<file path="src/rtl/keypad_encoder.sv">
// 4x4 active-low keypad scanner: synchronises and debounces the rows and turns each
// accepted press into a single-cycle calculator key event.
module keypad_encoder #(
  parameter int SCAN_DIV     = 16,
  parameter int DEBOUNCE_CYC = 250000
) (
  input  logic       clk,
  input  logic       rst,
  input  logic [3:0] row_n,
  output logic [3:0] col_n,
  output logic       is_num,
  output logic       is_op,
  output logic       is_eq,
  output logic       is_clr,
  output logic [3:0] num_val,
  output logic [1:0] op_val,
  output logic       key_down
);

  // state    | meaning
  // S_SCAN   | rotate columns, sample rows at the end of each column slot
  // S_DEBOUNCE | column held, waiting for the captured row to stay low
  // S_HOLD   | event issued, waiting for the captured row to stay high
  typedef enum logic [1:0] {S_SCAN, S_DEBOUNCE, S_HOLD} state_e;
  typedef enum logic [1:0] {K_NUM, K_OP, K_EQ, K_CLR} kind_e;

  localparam int DIV_W = $clog2(SCAN_DIV);
  localparam int DEB_W = (DEBOUNCE_CYC > 2) ? $clog2(DEBOUNCE_CYC) : 1;
  localparam logic [DIV_W-1:0] DIV_LAST = DIV_W'(SCAN_DIV - 1);
  localparam logic [DEB_W-1:0] DEB_LAST = DEB_W'(DEBOUNCE_CYC - 1);

  state_e           state_q;
  logic [1:0]       col_idx_q;
  logic [DIV_W-1:0] div_cnt_q;
  logic [DEB_W-1:0] deb_cnt_q;
  logic [1:0]       r_cap_q;
  logic [1:0]       c_cap_q;
  logic [3:0]       row_m_q;
  logic [3:0]       row_s_q;

  logic [1:0] row_low_d;
  logic       row_any_d;
  logic       row_sel_d;
  kind_e      kind_d;
  logic [3:0] digit_d;

  assign col_n     = ~(4'b0001 << col_idx_q);
  assign row_any_d = (row_s_q != 4'hF);
  assign row_sel_d = row_s_q[r_cap_q];

  // lowest-index low row wins when several keys share a column
  always_comb begin
    row_low_d = 2'd3;
    if (!row_s_q[0])      row_low_d = 2'd0;
    else if (!row_s_q[1]) row_low_d = 2'd1;
    else if (!row_s_q[2]) row_low_d = 2'd2;
  end

  always_comb begin
    kind_d  = K_NUM;
    digit_d = 4'd0;
    if (c_cap_q == 2'd3) begin
      kind_d = K_OP;
    end else if (r_cap_q == 2'd3) begin
      case (c_cap_q)
        2'd0:    kind_d = K_CLR;
        2'd1:    digit_d = 4'd0;
        default: kind_d = K_EQ;
      endcase
    end else begin
      digit_d = {2'b00, r_cap_q} * 4'd3 + {2'b00, c_cap_q} + 4'd1;
    end
  end

  always_ff @(posedge clk or negedge rst) begin
    if (!rst) begin
      state_q   <= S_SCAN;
      col_idx_q <= 2'd0;
      div_cnt_q <= '0;
      deb_cnt_q <= '0;
      r_cap_q   <= 2'd0;
      c_cap_q   <= 2'd0;
      row_m_q   <= 4'hF;
      row_s_q   <= 4'hF;
      is_num    <= 1'b0;
      is_op     <= 1'b0;
      is_eq     <= 1'b0;
      is_clr    <= 1'b0;
      num_val   <= 4'd0;
      op_val    <= 2'd0;
      key_down  <= 1'b0;
    end else begin
      row_m_q <= row_n;
      row_s_q <= row_m_q;
      is_num  <= 1'b0;
      is_op   <= 1'b0;
      is_eq   <= 1'b0;
      is_clr  <= 1'b0;
      case (state_q)
        S_SCAN: begin
          if (div_cnt_q == DIV_LAST) begin
            div_cnt_q <= '0;
            if (!row_any_d) begin
              col_idx_q <= col_idx_q + 2'd1;
            end else begin
              r_cap_q   <= row_low_d;
              c_cap_q   <= col_idx_q;
              deb_cnt_q <= '0;
              state_q   <= S_DEBOUNCE;
            end
          end else begin
            div_cnt_q <= div_cnt_q + DIV_W'(1);
          end
        end
        S_DEBOUNCE: begin
          if (row_sel_d) begin
            state_q   <= S_SCAN;
            col_idx_q <= col_idx_q + 2'd1;
          end else if (deb_cnt_q == DEB_LAST) begin
            deb_cnt_q <= '0;
            state_q   <= S_HOLD;
            key_down  <= 1'b1;
            case (kind_d)
              K_NUM: begin
                is_num  <= 1'b1;
                num_val <= digit_d;
              end
              K_OP: begin
                is_op  <= 1'b1;
                op_val <= r_cap_q;
              end
              K_EQ:    is_eq  <= 1'b1;
              default: is_clr <= 1'b1;
            endcase
          end else begin
            deb_cnt_q <= deb_cnt_q + DEB_W'(1);
          end
        end
        S_HOLD: begin
          if (!row_sel_d) begin
            deb_cnt_q <= '0;
          end else if (deb_cnt_q == DEB_LAST) begin
            deb_cnt_q <= '0;
            state_q   <= S_SCAN;
            col_idx_q <= col_idx_q + 2'd1;
            key_down  <= 1'b0;
          end else begin
            deb_cnt_q <= deb_cnt_q + DEB_W'(1);
          end
        end
        default: state_q <= S_SCAN;
      endcase
    end
  end

endmodule

</file>
<file path="config.mk">
export PLATFORM = sky130hd
export DESIGN_NAME = keypad_encoder
export DESIGN_NICKNAME = d
export VERILOG_FILES = /design/src/rtl/keypad_encoder.sv
export SDC_FILE = /design/constraint.sdc
export NUM_CORES = 1
export LEC_CHECK = 0
export ABC_AREA = 1
export CORE_UTILIZATION = 64
export CTS_BUF_LIST = sky130_fd_sc_hd__clkbuf_4
export CTS_CLUSTER_DIAMETER = 80
export DETAILED_ROUTE_END_ITERATION = 12
export MAX_ROUTING_LAYER = met4
export PLACE_DENSITY = 0.87
export SLEW_MARGIN = 20
export SYNTH_ARGS = -nofsm -noshare
export SYNTH_HDL_FRONTEND = slang
export SYNTH_SLANG_ARGS = --single-unit
</file>
<file path="constraint.sdc">
create_clock -name clk -period 4.55 [get_ports clk]
set_clock_uncertainty 0.2 [all_clocks]
set_input_delay 0.455 -clock clk [delete_from_list [all_inputs] [get_ports clk]]
set_output_delay 0.455 -clock clk [all_outputs]
set_load 0.01 [all_outputs]
</file>
### Word level (Yosys, flattened, before mapping)

Cells that the tools add are included.

* bits in latches: 0
* memories kept: 0
* bits in registers: 49
* output and inout port bits: 15
* bits in writable memories: 0
* logic and storage cells: 108
* bits of input ports: 6
* memory bits (read-only): 0

* shift operators: 1
* $mul: 1
* multiplexer cells: 51
* divide/modulo/power cells: 0
* bitwise gates (word level): 2
* reduce and logical (&&, ||, !) cells: 13
* equality and inequality tests: 19
* $add $sub $neg: 5
* order comparisons: 1

Operator list (count)
* two-way mux 18 bit: 5
* one-hot mux 18 bit (3 select lines): 1
* two-way mux 2 bit: 15
* two-way mux 1 bit: 22
* adder 18 x 1 -> 18 bit (second input constant): 1
* == test 18 bit (second input constant): 1
* != test 2 bit (second input constant): 8
* two-way mux 4 bit: 3
* one-hot mux 2 bit (3 select lines): 2
* AND reduction 4 bit: 3
* AND reduction 5 bit: 2
* adder 4 x 1 -> 4 bit (second input constant): 2
* == test 2 bit (second input constant): 4
* == test 2 x 1 -> 1 bit (second input constant): 3
* zero test 2 bit: 3
* AND reduction 6 bit: 1
* adder 4 x 2 -> 4 bit: 1
* == test 4 bit (second input constant): 1
* multiplier 2 x 2 -> 4 bit (second input constant): 1
* != test 4 bit (second input constant): 1
* inverter 4 bit: 1
* one-hot mux 2 bit (2 select lines): 1
* << shifter 1 x 2 -> 4 bit (first input constant): 1
* < comparator 2 x 3 -> 1 bit (second input constant): 1
* other kinds (9): 9

### Longest topological paths before layout

* depth after elaboration: 10
* gate-level depth with buffers: 11
* mapped depth without buffers: 10

### Least setup slack after synthesis

OpenSTA, ideal clock, no wires.

* path type: register to register
* start: register r_cap_q[0]
* end: register num_val[2]
* arrival time: 1.762 ns
* period minus slack after synthesis: 2.044 ns
* path buffers: 0
* library setup time: 0.083 ns
* setup slack: 2.506 ns
* cell stages (with the launch flop): 7
* required time: 4.267 ns
* path through: dfrtp_1 fa_1 inv_1 fa_1 xnor2_1 nand2_1 o21ai_0

* cells in the longest elaborated chain, start to end: 5

Ends and longest elaborated chain
* from (decl): RTL line 36 `logic [1:0] r_cap_q;`
* from (signal assigned): RTL line 106 `r_cap_q <= row_low_d;`
* multiplier 2 x 2 -> 4 bit / == test 2 bit (equally long branches): RTL line 71, 64
* adder 4 x 2 -> 4 bit / two-way mux 2 bit (equally long branches): RTL line 71, 64
* adder 4 x 1 -> 4 bit / two-way mux 2 bit (equally long branches): RTL line 71, 62
* two-way mux 4 bit / zero test 2 bit (equally long branches): RTL line 64, 123
* two-way mux 4 bit / AND reduction 4 bit (equally long branches)
* to (signal assigned): RTL line 126 `num_val <= digit_d;`
* to (decl): RTL line 15 `output logic [3:0] num_val,`

Parallel ways exist; a longest one is shown, timed or not. The select of a mux whose other input is x is not followed.
A chain may end at the register's enable or synchronous reset.

### Final worst setup path

* start: register col_idx_q[0]
* end: output col_n[2]

* cells in the longest elaborated chain, start to end: 2

Ends and longest elaborated chain
* from (decl): RTL line 33 `logic [1:0] col_idx_q;`
* from (signal assigned): RTL line 104 `col_idx_q <= col_idx_q + 2'd1;`
* from (signal assigned): RTL line 118 `col_idx_q <= col_idx_q + 2'd1;`
* from (signal assigned): RTL line 145 `col_idx_q <= col_idx_q + 2'd1;`
* << shifter 1 x 2 -> 4 bit: RTL line 47 `assign col_n = ~(4'b0001 << col_idx_q);`
* inverter 4 bit: RTL line 47
* to (decl): RTL line 10 `output logic [3:0] col_n,`

Every way passes these cells.

==> run metrics <==
most frequent cell after synthesis nand2_1; Synth Flop Type dfrtp_1; total CTS buffers 5; top post-synthesis cells by area dfrtp_1 (37%), nand2_1 (16%), dfstp_2 (7.6%), nor2_1 (6.5%), ha_1 (6.3%); WP data required 3890 ps; Die ar. 4600 um^2; gpl congestion 0.945; number of flops mapped to enable cells by yosys 0; initial core utilization 0.678; Routed Wire Length 5580 um; design area 3080 um^2; synth cell count leaders nand2_1 (117), nor2_1 (48), inv_1 (44); CTS root buf clkbuf_4; Routed Antenna Nets 0; Relative slew margins 0.606; Cell Pwr Density 446 nW/um^2; vias in the first global route 2,049; Setup Total Neg Slack 0 ps; Mapped Area 2770 um^2; largest family of logic cells by synthesized area simple AND/OR/NAND/NOR gates; Critical Path End Type output port; Yosys top cell by area dfrtp_1; Gate Count Post-Synth 360; area grow syn2layout 11.2%; core area 4090 um^2; Distinct cells, synth 24; io pins 21; n_diodes 0; Multi-input gate area 1330 um^2; CTS sink cnt 49; Synth Area in Adders 0.0777; Worst-path clk slew 130 ps; Sw Pwr 0.564 mW; synthesized net count 382; Synth Area in Simple Gates 0.335; synthesized area per cell 7.69 um^2; fin cells 435; DP Area 2990 um^2; unrepaired setup endpoints after global routing no; cell-internal power 0.809 mW; die height 67.8 um; sequential share of power 0.406; gr usage total 0.282; Yosys warnings 0; outcome completed; largest net degree at the start of global routing 50; clock buffer depth 2; Comb pwr share 0.410; placed cells 426; GRT Residual Overflow 0; Switching Share 0.411; Worst-Margin Slew 591 ps; HPWL after DPL 4210 um; max cap viols 0; die width 67.8 um; Startpoint Class flop; clock share of power 0.184; worst reg-to-reg path cell count 8; highest clock rate 0.413 GHz; Fill cells 310; htree depth 2; Worst Path Max Fanout 5; critical path class flop to output port; Max rail drop VDD 0.367 mV; via density per instance 5.27; initial antenna violation count 0; Synth Register Bits 49; first-pass GRT wire length 9210 um; top cell type's share of synthesized area 0.370; Synth Area in Compound Gates 0.0501; Layout Nets 406; share of layout cells above drive strength 1 0.0909; pins over their slew limit 0; mux cell area share after synthesis 0; Vias 2,291; Tightest Hold Check Type flop to flop; Hold Path Cell Cnt 0; minimum clock period after layout 2420 ps; port bufs 20; Seq/Total Area, Yosys 0.446; post-CTS setup buffer count 0; final setup vio count 0; DR DRC count 0; Arr. time, crit path 1770 ps; asr flop ratio synth 1.00; initial DRC count 239; wire length per cell 12.8 um; Lkg Pwr 1.50 nW; clk_lat worst skew 370 ps; FF/Latch Area 1240 um^2; Std-Cell Rows 23; Pre-antenna DRT Iters 4; post-route clock period utilization 0.532; CTS tree built; xor/xnor cell area share of the yosys netlist 0.0158; Final Hold Viols 0
[per-stage QoR]
step | power, mW | worst slack, ps | util | hold slack [ps]
global route | 1.49 | 2030 | 0.754 | 168
finish | 1.37 | 2130 | 0.754 | 165
global placement | 1.09 | 2450 | 0.731 | 146
floorplan | 0.995 | 2510 | - | -40.6
CTS | 1.38 | 2110 | 0.751 | 71.6
detailed placement | 1.13 | 2380 | 0.731 | 147
[metal layers]
metal / GRT usage / up-vias / wire length, um
met4: 0.0833 / 0 / 53
li1: - / 1167 / -
met3: 0.0574 / 6 / 298
met2: 0.434 / 69 / 2650
met1: 0.374 / 1049 / 2580
met5: - / - / 0
[placed cells by master (no fill, tap or decap), types with 6 or more instances in the layout]
| cell type | netlist | routed |
|---|---|---|
| nand2_1 | 117 | 117 |
| nor2_1 | 48 | 48 |
| inv_1 | 44 | 44 |
| dfrtp_1 | 41 | 41 |
| nand3_1 | 26 | 26 |
| o21ai_0 | 19 | 19 |
| clkdlybuf4s50_1 | 0 | 19 |
| ha_1 | 14 | 14 |
| dfstp_2 | 8 | 8 |
| nand2_2 | 7 | 7 |
| nand4_1 | 7 | 7 |
| clkbuf_4 | 0 | 6 |
[state kept, by name (all words and copies together), names as in the netlist]
register and flops:
deb_cnt_q 18, op_val 2, is_eq 1, is_op 1, state_q 2, is_clr 1
r_cap_q 2, key_down 1, num_val 4, row_s_q 4, col_idx_q 2, c_cap_q 2
div_cnt_q 4, is_num 1, row_m_q 4
[critical path, cell delays in order, from the launching register on]
cell             delay, ps
dfrtp_1                470
inv_1                  130
ha_1                   230
inv_1                   50
clkdlybuf4s50_1        520
[logic make-up after synthesis]
group,count (synthesis)
buf+inv,49
simple gates,217
fa+ha+maj,16
compound gates,24
xor+xnor,5
flops,49
[area by class of cell]
class	count	area share
clock inverter	2	0.0114
inverter	45	0.0548
timing repair buffer	21	0.0674
sequential	49	0.401
multi-input combinational	262	0.430
clock buffer	6	0.0146
tap	50	0.0203
[power by group through the flow]
stage | Clock [mW] | Sequential (mW) | Combinational (mW)
after floorplan | 0 | 0.547 | 0.449
after global placement | 0 | 0.556 | 0.534
after detailed placement | 0 | 0.565 | 0.561
after CTS | 0.260 | 0.556 | 0.564
after global routing | 0.278 | 0.565 | 0.649
final | 0.253 | 0.557 | 0.563
[final timing paths]
path / start / end / slack [ps]
max in group asynchronous: rst / deb_cnt_q[12] / 3300
setup reg to reg: state_q[0] / deb_cnt_q[10] / 2330
hold / removal: row_m_q[0] / row_s_q[0] / 160
min in group asynchronous: rst / num_val[0] / 410
setup / recovery: col_idx_q[0] / col_n[2] / 2130
hold reg to reg: row_m_q[0] / row_s_q[0] / 160
[timing repair]
action,4_1_cts,5_1_grt
resized for setup,0,0
hold buffers,0,1
hold endpoints to repair,0,41
No activity file was read; power rests on OpenSTA's default activity.
